--- config.mk ---
export PLATFORM = sky130hd
export DESIGN_NAME = cmv300_sensor_emu
export DESIGN_NICKNAME = d
export VERILOG_FILES = /design/src/rtl/cmv300_pkg.sv /design/src/rtl/cmv300_pattern_gen.sv /design/src/rtl/cmv300_sensor_emu_chk.sv /design/src/rtl/cmv300_sensor_emu.sv
export SDC_FILE = /design/constraint.sdc
export NUM_CORES = 1
export LEC_CHECK = 0
export CORE_ASPECT_RATIO = 0.7
export CORE_UTILIZATION = 55
export DETAILED_ROUTE_END_ITERATION = 7
export PLACE_DENSITY = 0.76
export SETUP_SLACK_MARGIN = 0.1
export SLEW_MARGIN = 25
export SYNTH_ARGS = -nofsm -noshare
export SYNTH_HDL_FRONTEND = slang
export SYNTH_SLANG_ARGS = --single-unit
--- constraint.sdc ---
create_clock -name i_clk -period 2.9 [get_ports i_clk]
set_input_delay 0.29 -clock i_clk [delete_from_list [all_inputs] [get_ports i_clk]]
set_output_delay 0.29 -clock i_clk [all_outputs]
set_load 0.05 [all_outputs]
--- src/rtl/cmv300_pkg.sv ---
// Shared state encoding, default geometry and pattern codes for the CMV300 output-side emulator.
package cmv300_pkg;

    typedef enum logic [2:0] {
        S_RESET  = 3'd0,
        S_IDLE   = 3'd1,
        S_EXPOSE = 3'd2,
        S_FOT    = 3'd3,
        S_LINE   = 3'd4,
        S_HBLANK = 3'd5
    } cmv300_state_e;

    localparam int CMV300_H_ACTIVE = 648;
    localparam int CMV300_V_ACTIVE = 488;

    localparam int PAT_RAMP  = 0;
    localparam int PAT_CONST = 1;

    localparam logic [9:0] PAT_CONST_VALUE = 10'h2AA;

endpackage

--- src/rtl/cmv300_pattern_gen.sv ---
// Combinational test-pattern pixel function; the top module registers its result.
module cmv300_pattern_gen
    import cmv300_pkg::*;
#(
    parameter int PATTERN = PAT_RAMP
) (
    input  logic [9:0] i_col,
    input  logic [8:0] i_row,
    input  logic [9:0] i_frame,
    output logic [9:0] o_pix
);

    // Pixel value per pattern; the ramp wraps from 1023 to 0 by truncation.
    always_comb begin
        o_pix = 10'd0;
        case (PATTERN)
            PAT_RAMP:  o_pix = i_col + {1'b0, i_row} + i_frame;
            PAT_CONST: o_pix = PAT_CONST_VALUE;
            default:   o_pix = 10'd0;
        endcase
    end

endmodule

--- src/rtl/cmv300_sensor_emu_chk.sv ---
// Simulation-time checks for the emulator: legal geometry and line activity only inside a frame.
module cmv300_sensor_emu_chk #(
    parameter int H_ACTIVE        = 648,
    parameter int V_ACTIVE        = 488,
    parameter int H_BLANK         = 12,
    parameter int EXPOSURE_CYCLES = 64,
    parameter int FOT_CYCLES      = 32
) (
    input logic i_clk,
    input logic i_lval,
    input logic i_busy
);

    localparam bit PARAMS_OK = (H_ACTIVE >= 1) && (H_ACTIVE <= 1023) &&
                               (V_ACTIVE >= 1) && (V_ACTIVE <= 511) &&
                               (H_BLANK >= 1) && (H_BLANK <= 65536) &&
                               (EXPOSURE_CYCLES >= 1) && (EXPOSURE_CYCLES <= 65536) &&
                               (FOT_CYCLES >= 1) && (FOT_CYCLES <= 65536);

    // Geometry must fit the counter widths, and lval may only be high while a frame is in flight.
    always @(posedge i_clk) begin
        assert (PARAMS_OK) else $error("cmv300_sensor_emu: parameter out of range");
        assert (!(i_lval && !i_busy)) else $error("cmv300_sensor_emu: lval high while not busy");
    end

endmodule

--- src/rtl/cmv300_sensor_emu.sv ---
// CMV300 output-side emulator: frame/line timing generator driving a registered pixel bus.
module cmv300_sensor_emu
    import cmv300_pkg::*;
#(
    parameter int H_ACTIVE        = CMV300_H_ACTIVE,
    parameter int V_ACTIVE        = CMV300_V_ACTIVE,
    parameter int H_BLANK         = 12,
    parameter int EXPOSURE_CYCLES = 64,
    parameter int FOT_CYCLES      = 32,
    parameter int PATTERN         = PAT_RAMP
) (
    input  logic        i_clk,
    input  logic        line_counter_rst,
    input  logic        i_sys_res_n,
    input  logic        i_frame_req,
    output logic        o_clk_out,
    output logic [9:0]  o_data,
    output logic        o_lval,
    output logic        o_dval,
    output logic        o_busy,
    output logic [15:0] o_frame_cnt,
    output logic        o_overrun
);

    localparam logic [15:0] EXP_LAST = 16'(EXPOSURE_CYCLES - 1);
    localparam logic [15:0] FOT_LAST = 16'(FOT_CYCLES - 1);
    localparam logic [15:0] HB_LAST  = 16'(H_BLANK - 1);
    localparam logic [9:0]  H_LAST   = 10'(H_ACTIVE - 1);
    localparam logic [8:0]  V_LAST   = 9'(V_ACTIVE - 1);

    cmv300_state_e r_state;
    cmv300_state_e w_state_nxt;
    logic          r_req_q;
    logic [15:0]   r_cnt;
    logic [9:0]    r_col;
    logic [8:0]    r_row;
    logic [9:0]    r_data;
    logic          r_lval;
    logic          r_busy;
    logic [15:0]   r_frame_cnt;
    logic          r_overrun;

    logic          w_rise;
    logic          w_ovr_set;
    logic [15:0]   w_cnt_nxt;
    logic [9:0]    w_col_nxt;
    logic [8:0]    w_row_nxt;
    logic [9:0]    w_data_nxt;
    logic          w_lval_nxt;
    logic          w_busy_nxt;
    logic          w_frame_done;
    logic [9:0]    w_pix;

    assign w_rise    = i_frame_req & ~r_req_q;
    // A rise on the edge that returns to IDLE still sees r_busy=1, so it is an overrun too.
    assign w_ovr_set = i_sys_res_n & w_rise & r_busy;

    cmv300_pattern_gen #(
        .PATTERN (PATTERN)
    ) u_pattern (
        .i_col   (r_col),
        .i_row   (r_row),
        .i_frame (r_frame_cnt[9:0]),
        .o_pix   (w_pix)
    );

    cmv300_sensor_emu_chk #(
        .H_ACTIVE        (H_ACTIVE),
        .V_ACTIVE        (V_ACTIVE),
        .H_BLANK         (H_BLANK),
        .EXPOSURE_CYCLES (EXPOSURE_CYCLES),
        .FOT_CYCLES      (FOT_CYCLES)
    ) u_chk (
        .i_clk  (i_clk),
        .i_lval (r_lval),
        .i_busy (r_busy)
    );

    // Next-state, counter and output decode; outputs reflect the current state one edge later.
    always_comb begin
        w_state_nxt  = r_state;
        w_cnt_nxt    = r_cnt;
        w_col_nxt    = r_col;
        w_row_nxt    = r_row;
        w_busy_nxt   = r_busy;
        w_lval_nxt   = 1'b0;
        w_data_nxt   = 10'd0;
        w_frame_done = 1'b0;
        if (!i_sys_res_n) begin
            w_state_nxt = S_RESET;
            w_cnt_nxt   = 16'd0;
            w_col_nxt   = 10'd0;
            w_row_nxt   = 9'd0;
            w_busy_nxt  = 1'b0;
        end else begin
            case (r_state)
                S_RESET: w_state_nxt = S_IDLE;
                S_IDLE: begin
                    if (w_rise) begin
                        w_state_nxt = S_EXPOSE;
                        w_cnt_nxt   = 16'd0;
                        w_busy_nxt  = 1'b1;
                    end else begin
                        w_state_nxt = S_IDLE;
                    end
                end
                S_EXPOSE: begin
                    if (r_cnt == EXP_LAST) begin
                        w_state_nxt = S_FOT;
                        w_cnt_nxt   = 16'd0;
                    end else begin
                        w_cnt_nxt = r_cnt + 16'd1;
                    end
                end
                S_FOT: begin
                    if (r_cnt == FOT_LAST) begin
                        w_state_nxt = S_LINE;
                        w_cnt_nxt   = 16'd0;
                        w_col_nxt   = 10'd0;
                        w_row_nxt   = 9'd0;
                    end else begin
                        w_cnt_nxt = r_cnt + 16'd1;
                    end
                end
                S_LINE: begin
                    w_lval_nxt = 1'b1;
                    w_data_nxt = w_pix;
                    if (r_col == H_LAST) begin
                        w_state_nxt = S_HBLANK;
                        w_cnt_nxt   = 16'd0;
                        w_col_nxt   = 10'd0;
                    end else begin
                        w_col_nxt = r_col + 10'd1;
                    end
                end
                S_HBLANK: begin
                    if (r_cnt == HB_LAST) begin
                        w_cnt_nxt = 16'd0;
                        if (r_row == V_LAST) begin
                            w_state_nxt  = S_IDLE;
                            w_row_nxt    = 9'd0;
                            w_busy_nxt   = 1'b0;
                            w_frame_done = 1'b1;
                        end else begin
                            w_state_nxt = S_LINE;
                            w_row_nxt   = r_row + 9'd1;
                        end
                    end else begin
                        w_cnt_nxt = r_cnt + 16'd1;
                    end
                end
                default: begin
                    w_state_nxt = S_RESET;
                    w_busy_nxt  = 1'b0;
                end
            endcase
        end
    end

    // FSM state register.
    always_ff @(posedge i_clk or posedge line_counter_rst) begin
        if (line_counter_rst) begin
            r_state <= S_RESET;
        end else begin
            r_state <= w_state_nxt;
        end
    end

    // Counters, edge detector, frame statistics and registered pixel outputs.
    always_ff @(posedge i_clk or posedge line_counter_rst) begin
        if (line_counter_rst) begin
            r_req_q     <= 1'b0;
            r_cnt       <= 16'd0;
            r_col       <= 10'd0;
            r_row       <= 9'd0;
            r_data      <= 10'd0;
            r_lval      <= 1'b0;
            r_busy      <= 1'b0;
            r_frame_cnt <= 16'd0;
            r_overrun   <= 1'b0;
        end else begin
            r_req_q     <= i_frame_req;
            r_cnt       <= w_cnt_nxt;
            r_col       <= w_col_nxt;
            r_row       <= w_row_nxt;
            r_data      <= w_data_nxt;
            r_lval      <= w_lval_nxt;
            r_busy      <= w_busy_nxt;
            r_frame_cnt <= r_frame_cnt + {15'd0, w_frame_done};
            if (w_ovr_set) begin
                r_overrun <= 1'b1;
            end else begin
                r_overrun <= r_overrun;
            end
        end
    end

    assign o_clk_out   = i_clk;
    assign o_data      = r_data;
    assign o_lval      = r_lval;
    assign o_dval      = r_lval;
    assign o_busy      = r_busy;
    assign o_frame_cnt = r_frame_cnt;
    assign o_overrun   = r_overrun;

endmodule

==> flow_results.org, run 1 <==
** Setup path
- Ordered list of cells on the worst path :: ha_1, nor4bb_2, nand4_1, buf_4, nor2b_1, or3_1, a221o_1
- Critical path class :: reg2reg
- STA classifies the critical path startpoint as a flop.
- Register-to-register path setup slack :: about 210 ps
- CP peak stage delay :: approximately 460 ps
- Critical path data required time :: between 3000 and 4000 ps
- Buffers & Inverters on Critical Path :: 1
- Slowest CP cell :: sky130_fd_sc_hd__or3_1
- Kind of end point of the critical path :: flop
- Critical R2R Capture :: r_cnt[15]
- Launch point of the worst reg-to-reg path :: r_cnt[0]
- For the worst setup path, the data arrival time is between 3000 and 4000 ps.
- Worst path top cell family by delay :: simple AND/OR/NAND/NOR gates
- Path depth of the worst reg2reg path :: 7
- Along the worst path, the maximum fanout reaches 11.

** GRT
- Largest net degree at the start of global routing :: 37
- The first global-routing pass estimated ~18000 um of wire.
- The number of antenna violations at the first check in global routing is 0.
- The via count of the first global-routing pass is 3461.
- Residual overflow from global routing :: 0
- In the global route stage, overall resource usage came out at between 20 and 30%.

** Logic synthesis
- In this run, synthesis produced a sequential element count of 68.
- Yosys warns :: 0
- Count of cell types in the netlist :: 62
- Of the total synthesized cell area, the portion taken by XOR and XNOR cells is under 10%.
- Adder-cell area share of the yosys netlist :: 8.64%
- Cell with the most instances after synthesis :: sky130_fd_sc_hd__dfrtp_1
- Biggest area contributors in the synthesized netlist :: sky130_fd_sc_hd__dfrtp_1 41%, sky130_fd_sc_hd__fa_1 4.8%, sky130_fd_sc_hd__nor2_1 4.3%
- Mux share of post-synthesis cell area :: 0.745%
- After technology mapping, the gate count stands at 449.
- Async S/R FF share, synth :: between 90% and 100%
- By area, the combinational part of the netlist is dominated by simple AND/OR/NAND/NOR gates.
- Commonest cells post-synth :: 68 x sky130_fd_sc_hd__dfrtp_1, 48 x sky130_fd_sc_hd__nor2_1, 29 x sky130_fd_sc_hd__inv_1, 29 x sky130_fd_sc_hd__nand2_1
- After synthesis, the largest area contributor takes up between 40% and 50% of total cell area.
- Summed instance area of the synthesized netlist :: around 0.0042 mm2
- Post-synth net total :: 476
- Of the total synthesized cell area, the portion taken by AND, OR, NAND and NOR gates is 22.5%.
- The most used flip-flop cell after synthesis is sky130_fd_sc_hd__dfrtp_1.
- Of all cell types, the one taking the most synthesized area is sky130_fd_sc_hd__dfrtp_1.
- The synthesized design contains 0 enable-type register cells.
- Synthesized area per cell :: 9.35 um2
- Compound-gate portion of the synthesized area :: 18.1%
- Share of the yosys chip area belonging to registers :: 40.5%

** Finish
- Share of layout cells above drive strength 1 :: approximately a tenth
- Synthesis-to-layout area growth :: 20.0%
- Antenna diode instance count :: 0
- Number of nets in the layout :: 520
- Cell area after layout :: 0.00504 mm2

** Placement
- IO buf count :: 34
- Pre-CTS setup slack :: -95.4 ps
- Post-detail-place hpwl :: between 7000 and 8000 um
- RD Place Congestion :: 0.925
- Placed standard-cell area :: 0.00470 mm2

** Flow run
- Number of maximum-capacitance violations :: 0

** Outcome
- The run finished with clean final reports.

** Floorplan
- In this run the vertical extent of the chip is 75.1 um.
- The region available for standard cell placement spans 0.00735 mm2.
- Width of the die :: ~110 um
- The initialized floorplan defines 26 standard-cell rows.
- Die ar. :: 0.00799 mm2
- Top Ports :: 35
- Starting density of the core :: 57.1%

** Routing
- For this block, the initial DRC count from the detailed router was 496.
- The detailed router placed 3814 vias in this run.
- Aggregate routed wire length :: 10800 um
- In the routed design, unresolved DRC markers number 0.
- In the final routed layout, each cell accounts on average for 18.2 um.
- Number of optimization iterations in the first detailed-route pass :: 5
- In the routed layout, each cell is associated on average with a via count of 6.40.
- The count of nets left with antenna violations once routing finished came out at 0.

** Timing
- RSZ-0062 raised after global routing :: yes
- In this run the tightest slew margin relative to its limit is between 40% and 50%.
- Final setup violation count :: 0
- After layout, the worst path uses 92.7% of the clock period.
- At the pin with the least slew margin, the transition time is 765 ps.
- The number of pins exceeding their max-slew limit in the final report is 0.
- The hold violation total from the final report came to 0.
- Time the final worst path needs with I/O delays and setup :: 2690 ps
- Clock skew on the completed layout was measured at 11.4 ps.
- Maximum clock rate :: 372 MHz
- In the post-route analysis, the smallest setup slack over all paths is 211 ps.

** Power
- After layout, the design draws a total of 2.64 mW.
- Leak Pwr :: 2.24 nW
- The worst-case IR drop observed on VDD is approximately 0.46 mV.
- In this run the power density over the cells is 523 mW/mm2.

** Clock tree
- Clock transition at the register clock pins on the worst setup and hold paths after CTS :: 80 ps
- TritonCTS built the clock tree.
- Clk_lat worst skew :: 470 ps

** Hold path
- The path class of the tightest hold or removal check is in2async.
## metal layers
metal / global-route usage (%) / part of all wire (%)
met5: 0 / 0
met3: 8.92 / 9.2
met1: 42.3 / 46
met2: 41.7 / 43
met4: 8.98 / 1.8
## repair_timing
action / CTS / global route
pin swaps: 0 / 1
buffers inserted: 0 / 1
gates resized for setup: 3 / 4
setup endpoints to repair: 4 / 8
hold buffers: 0 / 0
## worst reg2reg max path, cell delays in order (launching register included)
cell	delay, ps
sky130_fd_sc_hd__dfrtp_1	410
sky130_fd_sc_hd__ha_1	270
sky130_fd_sc_hd__nor4bb_2	370
sky130_fd_sc_hd__nand4_1	250
sky130_fd_sc_hd__buf_4	230
sky130_fd_sc_hd__nor2b_1	240
sky130_fd_sc_hd__or3_1	470
sky130_fd_sc_hd__a221o_1	340
## registers in the layout (all words and copies together) (netlist names)
name         flops
o_frame_cnt     16
r_cnt           16
o_data          10
r_col           10
r_row            9
r_state          3
o_busy           1
o_dval           1
o_overrun        1
r_req_q          1
## cells by family (layout without fill, tap and decap cells)
logic type	count (synthesis)	after routing
and+or+nand+nor	180	180
AOI/OAI and AO/OA	103	103
DFF	68	68
buffers and inverters	50	99
adders and majority gates	23	23
xor gates and xnor gates	22	22
muxes	3	3
## stage by stage
step	setup TNS (ps)	instances	util [%]	hold slack, ps
finish	0	596	68.5	258
global route	0	596	68.5	327
floorplan	0	449	-	321
detailed placement	-95.4	576	63.9	480
CTS	0	595	68.2	283
global placement	0	576	63.9	455
## how the worst max path moves through the flow
stage                   startpoint         endpoint  slack, ps  cells past startpoint
finish                    r_cnt[0]        r_cnt[15]        210                      7
global route              r_cnt[0]  o_frame_cnt[15]        110                      9
CTS                       r_cnt[0]  o_frame_cnt[15]        110                      9
detailed placement        r_cnt[0]  o_frame_cnt[15]       -100                      9
global placement          r_cnt[0]  o_frame_cnt[15]         70                      9
floorplan           o_frame_cnt[1]        o_data[9]        220                      8
## placed cells by master (no fill, tap or decap), types with 4 or more instances in the layout
master	n
sky130_fd_sc_hd__clkdlybuf4s50_1	34
sky130_fd_sc_hd__nor2_1	48
sky130_fd_sc_hd__a21oi_1	11
sky130_fd_sc_hd__clkbuf_8	13
sky130_fd_sc_hd__ha_1	13
sky130_fd_sc_hd__a211o_1	4
sky130_fd_sc_hd__nor4_1	10
sky130_fd_sc_hd__nor3_1	14
sky130_fd_sc_hd__o311ai_0	4
sky130_fd_sc_hd__xnor2_1	15
sky130_fd_sc_hd__buf_4	15
sky130_fd_sc_hd__a21o_1	4
sky130_fd_sc_hd__inv_1	28
sky130_fd_sc_hd__nand2_1	29
sky130_fd_sc_hd__and3_1	6
sky130_fd_sc_hd__nand4_1	15
sky130_fd_sc_hd__o211ai_1	8
sky130_fd_sc_hd__o21ai_0	11
sky130_fd_sc_hd__or3_1	4
sky130_fd_sc_hd__o31ai_1	23
sky130_fd_sc_hd__a22oi_1	10
sky130_fd_sc_hd__and2_1	5
sky130_fd_sc_hd__a22o_1	4
sky130_fd_sc_hd__fa_1	10
sky130_fd_sc_hd__nand2b_1	4
sky130_fd_sc_hd__xor2_1	7
sky130_fd_sc_hd__nand3_1	23
sky130_fd_sc_hd__dfrtp_1	67
## where the power goes
| part | switching (mW) | internal, mW | total, mW |
|---|---|---|---|
| logic | 0.291 | 0.148 | 0.440 |
| clock network | 0.463 | 0.706 | 1.17 |
| registers | 0.0445 | 0.984 | 1.03 |
## layout make-up
| cell class | count | area [um2] |
|---|---|---|
| Fill cell | 581 | 2310 |
| Clock buffer | 14 | 189 |
| Inverter | 30 | 113 |
| Clock inverter | 6 | 111 |
| Sequential cell | 68 | 1700 |
| Multi-Input combinational cell | 331 | 2340 |
| Tap cell | 98 | 123 |
| Timing Repair Buffer | 49 | 463 |
Power figures use the tool's default switching activity.
==> run 2: changes to the inputs <==
- CTS_BUF_LIST: not set -> sky130_fd_sc_hd__clkbuf_4 sky130_fd_sc_hd__clkbuf_8
==> results of run 2 <==
The final DEF is identical to that of run 1; final timing and power are the same.
==> run 3: changes to the inputs <==
- SYNTH_HIERARCHICAL: not set -> 1
==> run 3 against run 2 <==
Global-route usage down 2.5 points. Design area is 3.5% lower. Largest cell class unchanged. Wire length is 12% lower. Highest routed layer unchanged. Clock skew up 3.4 ps. Synthesized cell count fell by 4.2%. Hold slack got worse by 65 ps.
==> flow_results.org, run 3 <==
** Setup path
- For this design, the slowest cell found on the critical path is sky130_fd_sc_hd__clkdlybuf4s50_1.
- The signal arrival time at the worst endpoint was 2360 ps (-670 ps).
- Crit-path max FO :: 2 (-9)
- STA classifies the critical path endpoint as an output pin.
- Critical path class :: clk2out
- Broken down by cell family, the worst path's largest delay share belongs to buffers and inverters.
- The data required time at the worst endpoint was 2610 ps (-640 ps).
- CP peak stage delay :: 690 ps (+230 ps)
- Buffers & Inverters on Critical Path :: 3 (+2)
- Most numerous cell on the critical path :: sky130_fd_sc_hd__clkbuf_8
- Setup crit start kind :: clock port
- Ordered list of cells on the worst path :: clkbuf_8, clkbuf_8, clkdlybuf4s50_1

** Finish
- Antenna diode instance count :: 0 (unchanged)
- The proportion of layout cells with a drive suffix above 1 came to 12.0% (+1.7 points).
- Leaving out fill and tap cells, the most frequent cells in the layout are 68 x sky130_fd_sc_hd__dfrtp_1, 57 x sky130_fd_sc_hd__nand2_1, 34 x sky130_fd_sc_hd__clkdlybuf4s50_1.
- The design area came to 0.00486 mm2 (-3.5%).
- Leaving out fill and tap cells, the most frequent cell in the layout is sky130_fd_sc_hd__dfrtp_1.
- Number of nets in the layout :: 506 (-2.7%)
- Synthesis-to-layout area growth :: 19.7%

** Logic synthesis
- The share of the synthesized area in the top cell type was 41.9% (+1.4 points).
- Cell with the most instances after synthesis :: sky130_fd_sc_hd__dfrtp_1
- The number of enable flip-flop cells after synthesis was 0 (unchanged).
- Flip-flop and latch count after synthesis :: 68 (unchanged)
- The number of distinct library cell variants in the gate-level netlist after synthesis came to 62 (unchanged).
- The synthesized netlist net count is 457 (-4.0%).
- The commonest cells after synthesis are 68 x sky130_fd_sc_hd__dfrtp_1, 57 x sky130_fd_sc_hd__nand2_1, 26 x sky130_fd_sc_hd__o21ai_0.
- The per-instance average area after synthesis is 9.45 um2 (+1.0%).
- The warning count from the yosys run came to 6 (+6).
- Yosys attributes the largest share of cell area to sky130_fd_sc_hd__dfrtp_1 42%, sky130_fd_sc_hd__nand2_1 5.3%, sky130_fd_sc_hd__fa_1 4.9%.
- The largest total area in the synthesized netlist belongs to sky130_fd_sc_hd__dfrtp_1.
- Flip-flop cell with the highest count after synthesis :: sky130_fd_sc_hd__dfrtp_1
- Async S/R FF share, synth :: 100% (unchanged)
- The number of cells produced by synthesis is 430 (-4.2%).
- The synthesized area was 0.00406 mm2 (-3.2%).
- The fraction of the yosys area taken by sequential cells is 41.9% (+1.4 points).

** Floorplan
- The placeable core region is 0.00694 mm2 (-5.5%).
- Width of the die :: 105 um (-1.6%)
- The number of core rows was 25 (-3.8%).
- Top Ports :: 35 (unchanged)
- The die footprint came to 0.00774 mm2 (-3.2%).
- The initial core utilization is 58.5% (+1.4 points).
- Height of the chip :: 73.9 um (-1.6%)

** Outcome
- Result of the run :: completed

** Placement
- The placed wire-length estimate after detailed placement was 6970 um (-9.2%).
- The global placer's final weighted congestion is 0.832 (-10%).
- The post-detailed-placement cell area was 0.00457 mm2 (-2.8%).
- IO buf count :: 34 (unchanged)
- Pre-CTS setup slack :: 115 ps (+210 ps)

** Routing
- Average detailed-routed wire length per instance :: 16.6 um (-8.9%)
- Aggregate routed wire length :: 9580 um (-12%)
- The routed via count was 3428 (-10%).
- The first-pass iteration count of the detailed router came to 5 (unchanged).
- Drt initial violations :: 191 (-61%)
- The number of vias per cell after detailed routing came to 5.93 (-7.3%).
- The DRC violation count after routing came to 0 (unchanged).
- The residual antenna-violating net count after detailed routing was 0 (unchanged).

** GRT
- First-pass GRT wire length :: 15500 um (-12%)
- Number of global-route vias before repair :: 3045 (-12%)
- Residual overflow from global routing :: 0 (unchanged)
- Total GRT Usage :: 26.6% (-2.5 points)
- The number of antenna violations at the first check in global routing came to 0 (unchanged).
- Largest net degree at the start of global routing :: 26 (-30%)

** Power
- Pwr Density :: 473 mW/mm2 (-9.6%)
- The maximum resistive drop on vdd was 0.678 mV (+47%).
- The leakage power of the design was 2.20 nW (-1.9%).
- Total design power :: 2.30 mW (-13%)

** Timing
- The worst slew margin relative to its limit was 43.9% (-4.9 points).
- The hold violation total from the final report was 0 (unchanged).
- The post-route worst setup slack was 246 ps (+35.7 ps).
- RSZ-0062 raised after global routing :: no
- Layout Skew :: 14.8 ps (+3.44 ps)
- Final count of pins violating max slew :: 0 (unchanged)
- Transition time of the tightest slew-check pin :: 833 ps (+67.6 ps)
- The number of endpoints failing setup at the final stage came to 0 (unchanged).
- Accumulated negative setup slack :: 0 ps (unchanged)

** Clock tree
- The clock latency reported for the late side of the worst-skew pair is 460 ps (about the same).
- The post-CTS setup repair buffer count was 0 (unchanged).
- The clock slew seen by the registers of the worst setup and hold paths was 80 ps (about the same).
- Clock tree from TritonCTS :: yes

** Flow run
- The max-cap check violation count came to 0 (unchanged).

** Hold path
- Class of the most critical hold timing path :: in2async
## run 3: cell types whose count changed after synthesis, sizes merged, moves of 7 or more
cell,before,now
and2,5,16
o22ai,1,8
o21a,1,10
o21ai,12,29
o31ai,23,6
nand2,29,57
nor4,14,7
nand4,15,8
nor2,48,22
a22oi,10,1
## run 3: cell type report
cell class / instances / area (um2)
multi-input cells: 326 / 2260
fillers: 541 / 2080
flip-flops and latches: 68 / 1700
repair buffers: 47 / 435
clock buffers: 13 / 175
well taps: 94 / 118
inverters: 23 / 86.3
clock inverters: 7 / 80.1
## run 3: cells by family after synthesis
family | synth area share [%]
compound gates | 17.1
xor+xnor | 5.18
fa+ha+maj | 8.93
buf+inv | 3.54
flops | 41.9
mux | 1.05
simple gates | 22.3
## run 3: per-layer routing
layer	track usage (%)	routed length, um
met1	41.6	4800
met4	7.67	76
met5	0	0
met3	5.59	747
met2	36.8	3950
## run 3: power by group
group | total, mW | switching [mW] | internal, mW
registers | 1.02 | 0.0421 | 0.973
clock network | 1.00 | 0.482 | 0.519
logic | 0.284 | 0.186 | 0.0975
## run 3: final timing paths
path,slack (ps),depth (start not counted),startpoint,end
max,250,3,i_clk,o_clk_out
min,190,2,line_counter_rst,r_row[7]
max reg2reg,290,11,r_cnt[0],o_frame_cnt[14]
min reg2reg,480,1,o_frame_cnt[15],o_frame_cnt[15]
max in group asynchronous,1970,3,line_counter_rst,o_frame_cnt[0]
min in group i_clk,370,1,i_frame_req,r_req_q
## run 3: stage by stage
step                      hold WS [ps]  instances  util (%)
after floorplan                    321        430         -
after global placement             458        559      65.8
after detailed placement           461        559      65.8
after CTS                          207        578      69.4
after global routing               228        578      70.0
final                              193        578      70.0
## run 3: what timing repair did
| action | in CTS | in global routing |
|---|---|---|
| gates resized for setup | 2 | 8 |
| setup endpoints to repair | 1 | 5 |
| pin swaps | 0 | 3 |
| hold buffers | 0 | 0 |
